===== src/rtl/line_lap_tracker.sv =====
// line_lap_tracker: measures and locks the line period of a pixel stream, feeding a pixel delay-line stage
module line_lap_tracker #(
    parameter int DATA_WIDTH     = 24,
    parameter int MAX_DELAY_LAPS = 640,
    parameter int LAP_W          = 10,
    parameter int Y_W            = 10
) (
    input  logic                  clk,
    input  logic                  rst_n,
    input  logic                  i_vsync,
    input  logic                  i_de,
    input  logic [DATA_WIDTH-1:0] i_data,
    output logic [DATA_WIDTH-1:0] o_data,
    output logic                  o_de,
    output logic [LAP_W-1:0]      o_delaylap,
    output logic [LAP_W-1:0]      o_x,
    output logic [Y_W-1:0]        o_y,
    output logic                  o_locked,
    output logic                  o_err
);

    typedef enum logic [1:0] {IDLE, SEEK, CONFIRM, LOCKED} state_t;

    localparam logic [LAP_W-1:0] PC_MAX  = {LAP_W{1'b1}};
    localparam logic [LAP_W-1:0] MAX_LAP = LAP_W'(MAX_DELAY_LAPS);

    state_t           state_q;
    logic             vs_q, de_q, have_prev_q;
    logic [LAP_W-1:0] pc_q, pc_d, cand_q, x_d;
    logic [Y_W-1:0]   y_d;
    logic             vs_rise, de_rise, de_fall, cmp, valid;

    assign vs_rise = i_vsync & ~vs_q;
    assign de_rise = i_de & ~de_q;
    assign de_fall = ~i_de & de_q;
    // A frame start in the same cycle as a line start suppresses the compare.
    assign cmp     = de_rise & have_prev_q & ~vs_rise;
    // pc_q holds the clock distance since the previous de rise; saturation is never a legal period.
    assign valid   = (pc_q != '0) && (pc_q != PC_MAX) && (pc_q <= MAX_LAP);

    // Next-state for the period counter and the pixel coordinates.
    always_comb begin
        pc_d = de_rise ? LAP_W'(1) : (pc_q == PC_MAX ? pc_q : pc_q + 1'b1);
        x_d  = de_rise ? '0 : (i_de ? o_x + 1'b1 : o_x);
        y_d  = vs_rise ? '0 : (de_fall ? o_y + 1'b1 : o_y);
    end

    // One-clock data pipeline, edge-detect history, period counter and coordinates.
    always_ff @(posedge clk or negedge rst_n) begin
        if (!rst_n) begin
            o_data      <= '0;
            o_de        <= 1'b0;
            vs_q        <= 1'b0;
            de_q        <= 1'b0;
            pc_q        <= '0;
            have_prev_q <= 1'b0;
            o_x         <= '0;
            o_y         <= '0;
        end else begin
            o_data      <= i_data;
            o_de        <= i_de;
            vs_q        <= i_vsync;
            de_q        <= i_de;
            pc_q        <= pc_d;
            have_prev_q <= vs_rise ? 1'b0 : (de_rise ? 1'b1 : have_prev_q);
            o_x         <= x_d;
            o_y         <= y_d;
        end
    end

    // Lock FSM: needs two equal consecutive valid periods; frame start clears the sticky error.
    always_ff @(posedge clk or negedge rst_n) begin
        if (!rst_n) begin
            state_q    <= IDLE;
            cand_q     <= '0;
            o_delaylap <= '0;
            o_locked   <= 1'b0;
            o_err      <= 1'b0;
        end else if (vs_rise) begin
            o_err   <= 1'b0;
            state_q <= (state_q == LOCKED) ? LOCKED : SEEK;
        end else if (cmp) begin
            case (state_q)
                SEEK: begin
                    if (valid) begin
                        cand_q  <= pc_q;
                        state_q <= CONFIRM;
                    end else begin
                        o_err <= 1'b1;
                    end
                end
                CONFIRM: begin
                    if (!valid) begin
                        o_err   <= 1'b1;
                        state_q <= SEEK;
                    end else if (pc_q == cand_q) begin
                        o_delaylap <= pc_q;
                        o_locked   <= 1'b1;
                        state_q    <= LOCKED;
                    end else begin
                        cand_q <= pc_q;
                    end
                end
                LOCKED: begin
                    if (pc_q != o_delaylap) begin
                        o_locked <= 1'b0;
                        o_err    <= 1'b1;
                        cand_q   <= valid ? pc_q : cand_q;
                        state_q  <= valid ? CONFIRM : SEEK;
                    end
                end
                default: ;
            endcase
        end
    end

endmodule


===== config.mk =====
export PLATFORM = sky130hd
export DESIGN_NAME = line_lap_tracker
export DESIGN_NICKNAME = d
export VERILOG_FILES = /design/src/rtl/line_lap_tracker.sv
export SDC_FILE = /design/constraint.sdc
export NUM_CORES = 1
export LEC_CHECK = 0
export ABC_AREA = 1
export CAP_MARGIN = 20
export CELL_PAD_IN_SITES_DETAIL_PLACEMENT = 0
export CELL_PAD_IN_SITES_GLOBAL_PLACEMENT = 1
export CORE_ASPECT_RATIO = 0.6
export CORE_MARGIN = 2
export CORE_UTILIZATION = 40
export DETAILED_ROUTE_END_ITERATION = 7
export HOLD_SLACK_MARGIN = 0.12
export PLACE_DENSITY = 0.89
export SYNTH_ARGS = -nofsm -noshare
export SYNTH_HDL_FRONTEND = slang
export SYNTH_SLANG_ARGS = --single-unit

===== constraint.sdc =====
create_clock -name clk -period 3.46 [get_ports clk]
set_input_delay 0.692 -clock clk [delete_from_list [all_inputs] [get_ports clk]]
set_output_delay 0.692 -clock clk [all_outputs]
set_load 0.01 [all_outputs]

==> impl_metrics.ini, run 1 <==
[cts]
cts-root-buf = clkbuf_16
cts.clk_slew.worst_paths_ns = 0.06
insertion_delay_ns = 0.34
cts_tree = done
post_cts_buffers = 0
clkSinkCount = 81
ctsHoldBuffers = 0
ctsResizeCount = 0
h-tree-depth = 3
clockBufferDepth = 2
cts_buffers = 9

[cells_and_area]
seq_area_um2 = 2030
fin_cells = 671
drive_gt1_share_pct = 8.69
synthToLayoutAreaGrowth_pct = 32.9
fillers = 812
fin_area_um2 = 5080
diodes = 0
multiInputGateArea_um2 = 1490
nets = 572

[place]
postPlaceCellArea_um2 = 4760
gp_congestion = 0.822
port_buffers = 84
dp.cells = 654
hpwl_mm = 6.39

[drt]
vias = 3251
drtIter0Drc = 268
vias_per_cell = 4.85
dr.pass1.iters = 4
wl_met3_um = 661
drc = 0
highest_layer = met4
met2_length_mm = 3.66
wirelength_mm = 8.81
routedWlPerCell_um = 13.1
drtAntennaViolNets = 0
m1WireLength_mm = 4.44

[worst_setup_path]
required_ns = 3.65
crit_type = in -> reg
endpoint_kind = flop
path_max_fanout = 20
critPathLaunchType = input pin
r2r_slack_ns = 1.10
arrival_ns = 2.71

[sta]
rsz0062_at_grt = false
finClkSkew_ns = 0.00503
tightest_slew_ns = 0.710
fin_crit_ns = 2.52
period_share_pct = 72.7
finalHoldViolCount = 0
relSlewSlack_pct = 52.6
finalSetupTns_ns = 0
maxSlewViolCount = 0
fmax_mhz = 398
setup_viol = 0
holdWs_ns = 0.171

[yosys]
synth_cell_types = 29
syn-num-nets = 488
yosysWarnings = 0
seq_area_frac_synth_pct = 53.0
avgSynthCellArea_um2 = 8.45
syn-cell-area_um2 = 3820
ys_ff_latch = 81
netlist_instances = 452

[global_routing]
grt_usage_pct = 19.0
grt_overflow_total = 0
first_global_vias = 3109
grt_antenna_before_repair = 0
grt_pass1_wl_mm = 15.0
grt_max_degree = 82

[pwr]
power_frac_seq_pct = 41.8
net-switching-power_uw = 952
p_per_area_nw_per_um2 = 569
internal-power_uw = 1940
power.total_uw = 2890
p_sw_share_pct = 33.0
clock_power_share_pct = 31.8
ir_worst_vdd_v = 0.000286
p_leak_uw = 0.00232
pwr-share-comb_pct = 26.3

[floorplanning]
io_pins = 85
start_util_pct = 41.4
die_area_um2 = 10400
fp.dieW_um = 130
rows = 27
die_h_um = 79.7
design.core.area_um2 = 9220

[worst_hold_path]
min_path_type = in -> async

[job]
maxCapViolations = 0

[outcome]
status = finished, final reports clean
-- flip-flops by register name (all words and copies together) (netlist names) --
name         flops
have_prev_q      1
cand_q          10
de_q             1
o_err            1
o_locked         1
pc_q            10
state_q          2
o_delaylap      10
o_y             10
o_x             10
o_data          24
vs_q             1
-- cell families (layout without fill, tap and decap cells) --
| kind of cell | Yosys count | in the layout | share of synthesized area (%) |
|---|---|---|---|
| buffers and inverters | 74 | 163 | 7.99 |
| xor gates and xnor gates | 11 | 11 | 2.52 |
| DFF | 81 | 81 | 53.0 |
| AOI/OAI and AO/OA | 61 | 61 | 9.07 |
| adders and majority gates | 8 | 8 | 2.62 |
| and+or+nand+nor | 217 | 217 | 24.8 |
-- metal layers --
layer | up-vias | global-route usage (%)
met4 | 0 | 3.44
met5 | - | 0
met2 | 92 | 26.8
li1 | 1618 | -
met3 | 4 | 7.24
met1 | 1537 | 27.8
-- area by class of cell --
cell class | instances | share of cell area (%)
clock buffer | 11 | 4.98
clock inverter | 5 | 0.764
inverter | 60 | 4.48
multi-input combinational | 297 | 29.3
sequential | 81 | 39.9
tap | 130 | 3.20
timing repair buffer | 87 | 17.3
-- layout by cell type (no fill, tap or decap), types with 2 or more instances in the layout --
cell	n
a21oi_1	14
inv_1	50
clkinv_4	2
dfrtp_1	81
a31oi_1	3
clkbuf_8	2
nand2_1	112
inv_2	8
nand4_1	11
xnor2_1	7
nor3_2	3
xor2_1	4
ha_1	8
nor3_1	7
o21ai_0	22
clkdlybuf4s50_1	83
o21ai_1	12
buf_4	3
o21ai_2	10
nor2_1	44
nand3_1	31
nor4_1	3
clkbuf_16	9
-- synth_stat cells (all sizes together) --
master    n  share of area [%]
nand2   112                 11
dfrtp    81                 53
inv      59                5.9
nor2     46                4.8
o21ai    44                6.7
nand3    32                4.3
a21oi    14                1.8
buf      12                1.8
nand4    11                1.8
nor3     10                1.7
ha        8                2.6
xnor2     7                1.6
nor4      4               0.82
xor2      4               0.92
a31oi     3               0.49
clkbuf    2               0.20
and2      1               0.16
clkinv    1              0.098
or2       1               0.16
-- power groups by stage --
| stage | sequential (µW) | clock [µW] | combinational, µW |
|---|---|---|---|
| 2_1_floorplan | 1200 | 0 | 471 |
| 6_report | 1210 | 920 | 760 |
| 5_1_grt | 1230 | 986 | 873 |
| 4_1_cts | 1210 | 948 | 759 |
| 3_3_place_gp | 1220 | 0 | 740 |
| 3_5_place_dp | 1220 | 0 | 755 |
-- worst max-delay path: stages --
cell and delay, ns:
clkdlybuf4s50_1 0.61, inv_2 0.09, nor2_4 0.16, nand2_1 0.10, nor2_1 0.20, nand3_1 0.55, nand2_1 0.21, o21ai_1 0.09
-- final timing paths --
| check | cells past startpoint | from | end |
|---|---|---|---|
| worst min register to register | 2 | o_locked$_DFFE_PN0P_ | o_locked$_DFFE_PN0P_ |
| min in group clk | 2 | o_locked$_DFFE_PN0P_ | o_locked$_DFFE_PN0P_ |
| max in group asynchronous | 2 | rst_n | o_delaylap[9]$_DFFE_PN0P_ |
| worst max register to register | 11 | pc_q[1]$_DFFE_PN0P_ | o_delaylap[7]$_DFFE_PN0P_ |
| worst max-delay path | 8 | i_de | o_delaylap[7]$_DFFE_PN0P_ |
| worst min-delay path | 1 | rst_n | o_delaylap[4]$_DFFE_PN0P_ |
-- metrics by stage --
stage / setup WS (ns) / util (%)
after floorplan: 1.78 / -
after global placement: 0.676 / 51.6
after detailed placement: 0.583 / 51.6
after CTS: 0.939 / 54.8
after global routing: 0.760 / 55.1
final: 0.945 / 55.1
No activity file was read; power rests on OpenSTA's default activity.
==> run 2, diff against run 1 <==
--- a/config.mk
+++ b/config.mk
@@ -11,10 +11,10 @@
 export CELL_PAD_IN_SITES_GLOBAL_PLACEMENT = 1
 export CORE_ASPECT_RATIO = 0.6
 export CORE_MARGIN = 2
-export CORE_UTILIZATION = 40
+export CORE_UTILIZATION = 34
 export DETAILED_ROUTE_END_ITERATION = 7
 export HOLD_SLACK_MARGIN = 0.12
-export PLACE_DENSITY = 0.89
+export PLACE_DENSITY = 0.81
 export SYNTH_ARGS = -nofsm -noshare
 export SYNTH_HDL_FRONTEND = slang
 export SYNTH_SLANG_ARGS = --single-unit
==> constraint.sdc (replaced) <==
create_clock -name clk -period 2.15 [get_ports clk]
set_input_delay 0.43 -clock clk [delete_from_list [all_inputs] [get_ports clk]]
set_output_delay 0.43 -clock clk [all_outputs]
set_load 0.01 [all_outputs]
==> run 2 against run 1 <==
Compared with the run above:
- flip-flop and latch count unchanged
- clock power up 60%
- total power up 62%
- die area up 17%
- clock skew up 0.0065 ns
- combinational power up 66%
- via count up 0.15%
- count of clock-buffer cells in the layout down 1
- largest power group unchanged
==> impl_metrics.ini, run 2 (synthesis gave the netlist of run 1 again) <==
[cells_and_area]
largest_reg_flops = 24
fillers = 1044
seq_area_um2 = 2030
fin_cells = 691
synthToLayoutAreaGrowth_pct = 35.8
diodes = 0
final_common_cell = nand2_1
largest-register = o_data
multiInputGateArea_um2 = 1490
nets = 583
final_cell_mix = nand2_1 (112), clkdlybuf4s50_1 (83), dfrtp_1 (81)
drive_gt1_share_pct = 10.3

[place]
dp.cells = 674
port_buffers = 84
gp_congestion = 0.842
dp_slack_ns = 0.0855
hpwl_mm = 7.10

[job]
maxCapViolations = 0

[cts]
ctsResizeCount = 0
h-tree-depth = 3
cts-root-buf = clkbuf_16
cts_buffers = 9
post_cts_buffers = 0
cts_tree = done
insertion_delay_ns = 0.34
clkSinkCount = 81
cts.clk_slew.worst_paths_ns = 0.06
clockBufferDepth = 2

[worst_setup_path]
required_ns = 2.38
worstReg2RegStart = pc_q[0]$_DFFE_PN0P_
path_max_fanout = 20
endpoint_kind = flop
crit_type = reg -> reg
crit_path_start = pc_q[0]$_DFFE_PN0P_
critPathLaunchType = flop
arrival_ns = 2.15
r2r_slack_ns = 0.23

[global_routing]
grt_max_degree = 34
grt_pass1_wl_mm = 16.3
grt_overflow_total = 0
first_global_vias = 3259
grt_antenna_before_repair = 0
grt_usage_pct = 17.2

[pwr]
power.total_uw = 4680
p_leak_uw = 0.00238
p_per_area_nw_per_um2 = 901
ir_worst_vdd_v = 0.000415

[sta]
maxSlewViolCount = 0
tightest_slew_ns = 0.492
finalWorstSetupSlack_ns = 0.226
relSlewSlack_pct = 66.9
finalSetupTns_ns = 0
fmax_mhz = 520
rsz0062_at_grt = false
fin_crit_ns = 1.92
setup_viol = 0
finClkSkew_ns = 0.0115
finalHoldViolCount = 0
period_share_pct = 89.5

[floorplanning]
design.core.area_um2 = 10700
die_h_um = 86.1
die_area_um2 = 12100
start_util_pct = 35.6
io_pins = 85
rows = 29
fp.dieW_um = 141

[worst_hold_path]
min_path_type = reg -> reg
worstHoldStart = cand_q[6]$_DFFE_PN0P_

[outcome]
status = finished, final reports clean

[drt]
drtAntennaViolNets = 0
drc = 0
dr.pass1.iters = 5
vias = 3256
vias_per_cell = 4.71
routedWlPerCell_um = 13.5
wirelength_mm = 9.35
drtIter0Drc = 164
==> run 2: changes by cell type in the layout (fill, tap and decap cells not counted), sizes merged <==
cell	delta
clkbuf	-1
inv	+1
buf	+10
dlygate4sd3	+1
==> run 2: what timing repair did <==
item,CTS,global route
endpoints found under the setup margin,0,0
hold endpoints to repair,31,0
hold buffers,1,0
==> run 2: cell type report <==
class / instances / area share [%]
multi-input cells: 297 / 28.7
inverters: 60 / 4.39
clock inverters: 6 / 0.964
clock buffers: 10 / 4.60
flip-flops and latches: 81 / 39.1
well taps: 139 / 3.35
repair buffers: 98 / 18.9
==> run 2: routing by layer <==
metal / part of all wire, % / GRT usage [%] / vias to the layer above / routed length [µm]
met1: 55 / 26.3 / 1535 / 5150
li1: - / - / 1643 / -
met2: 39 / 23.7 / 68 / 3680
met5: 0 / 0 / - / 0
met3: 4.5 / 4.63 / 10 / 416
met4: 1.1 / 4.36 / 0 / 99
==> run 2: stage by stage <==
step           cell area [µm²]  util [%]  hold WS (ns)
2_1_floorplan             3820         -         0.134
3_3_place_gp              4890      45.5         0.402
3_5_place_dp              4890      45.5         0.406
4_1_cts                   5190      48.3         0.506
5_1_grt                   5190      48.3         0.508
6_report                  5190      48.3         0.503
==> run 2: path summary, 6_finish.rpt <==
path | end | cells after the start
worst max-delay path | cand_q[1]$_DFFE_PN0P_ | 12
worst min-delay path | cand_q[6]$_DFFE_PN0P_ | 2
worst max register to register | cand_q[1]$_DFFE_PN0P_ | 12
worst min register to register | cand_q[6]$_DFFE_PN0P_ | 2
max in group asynchronous | o_y[1]$_DFFE_PN0P_ | 3
min in group asynchronous | o_data[12]$_DFF_PN0_ | 2
==> run 2: where the power goes <==
group / total [µW] / internal [µW] / switching, µW
Sequential: 1950 / 1720 / 229
Clock: 1470 / 827 / 641
Combinational: 1260 / 570 / 691
==> run 2: worst max-delay path: stages (launching register included) <==
cell and delay, ns:
dfrtp_1 0.45, inv_2 0.15, ha_1 0.18, inv_1 0.04, nor2_1 0.11, nand3_1 0.08, nand2_1 0.08, nand3_2 0.13
nor2_1 0.12, nand4_1 0.15, buf_12 0.19, nand2_1 0.08, o21ai_2 0.05
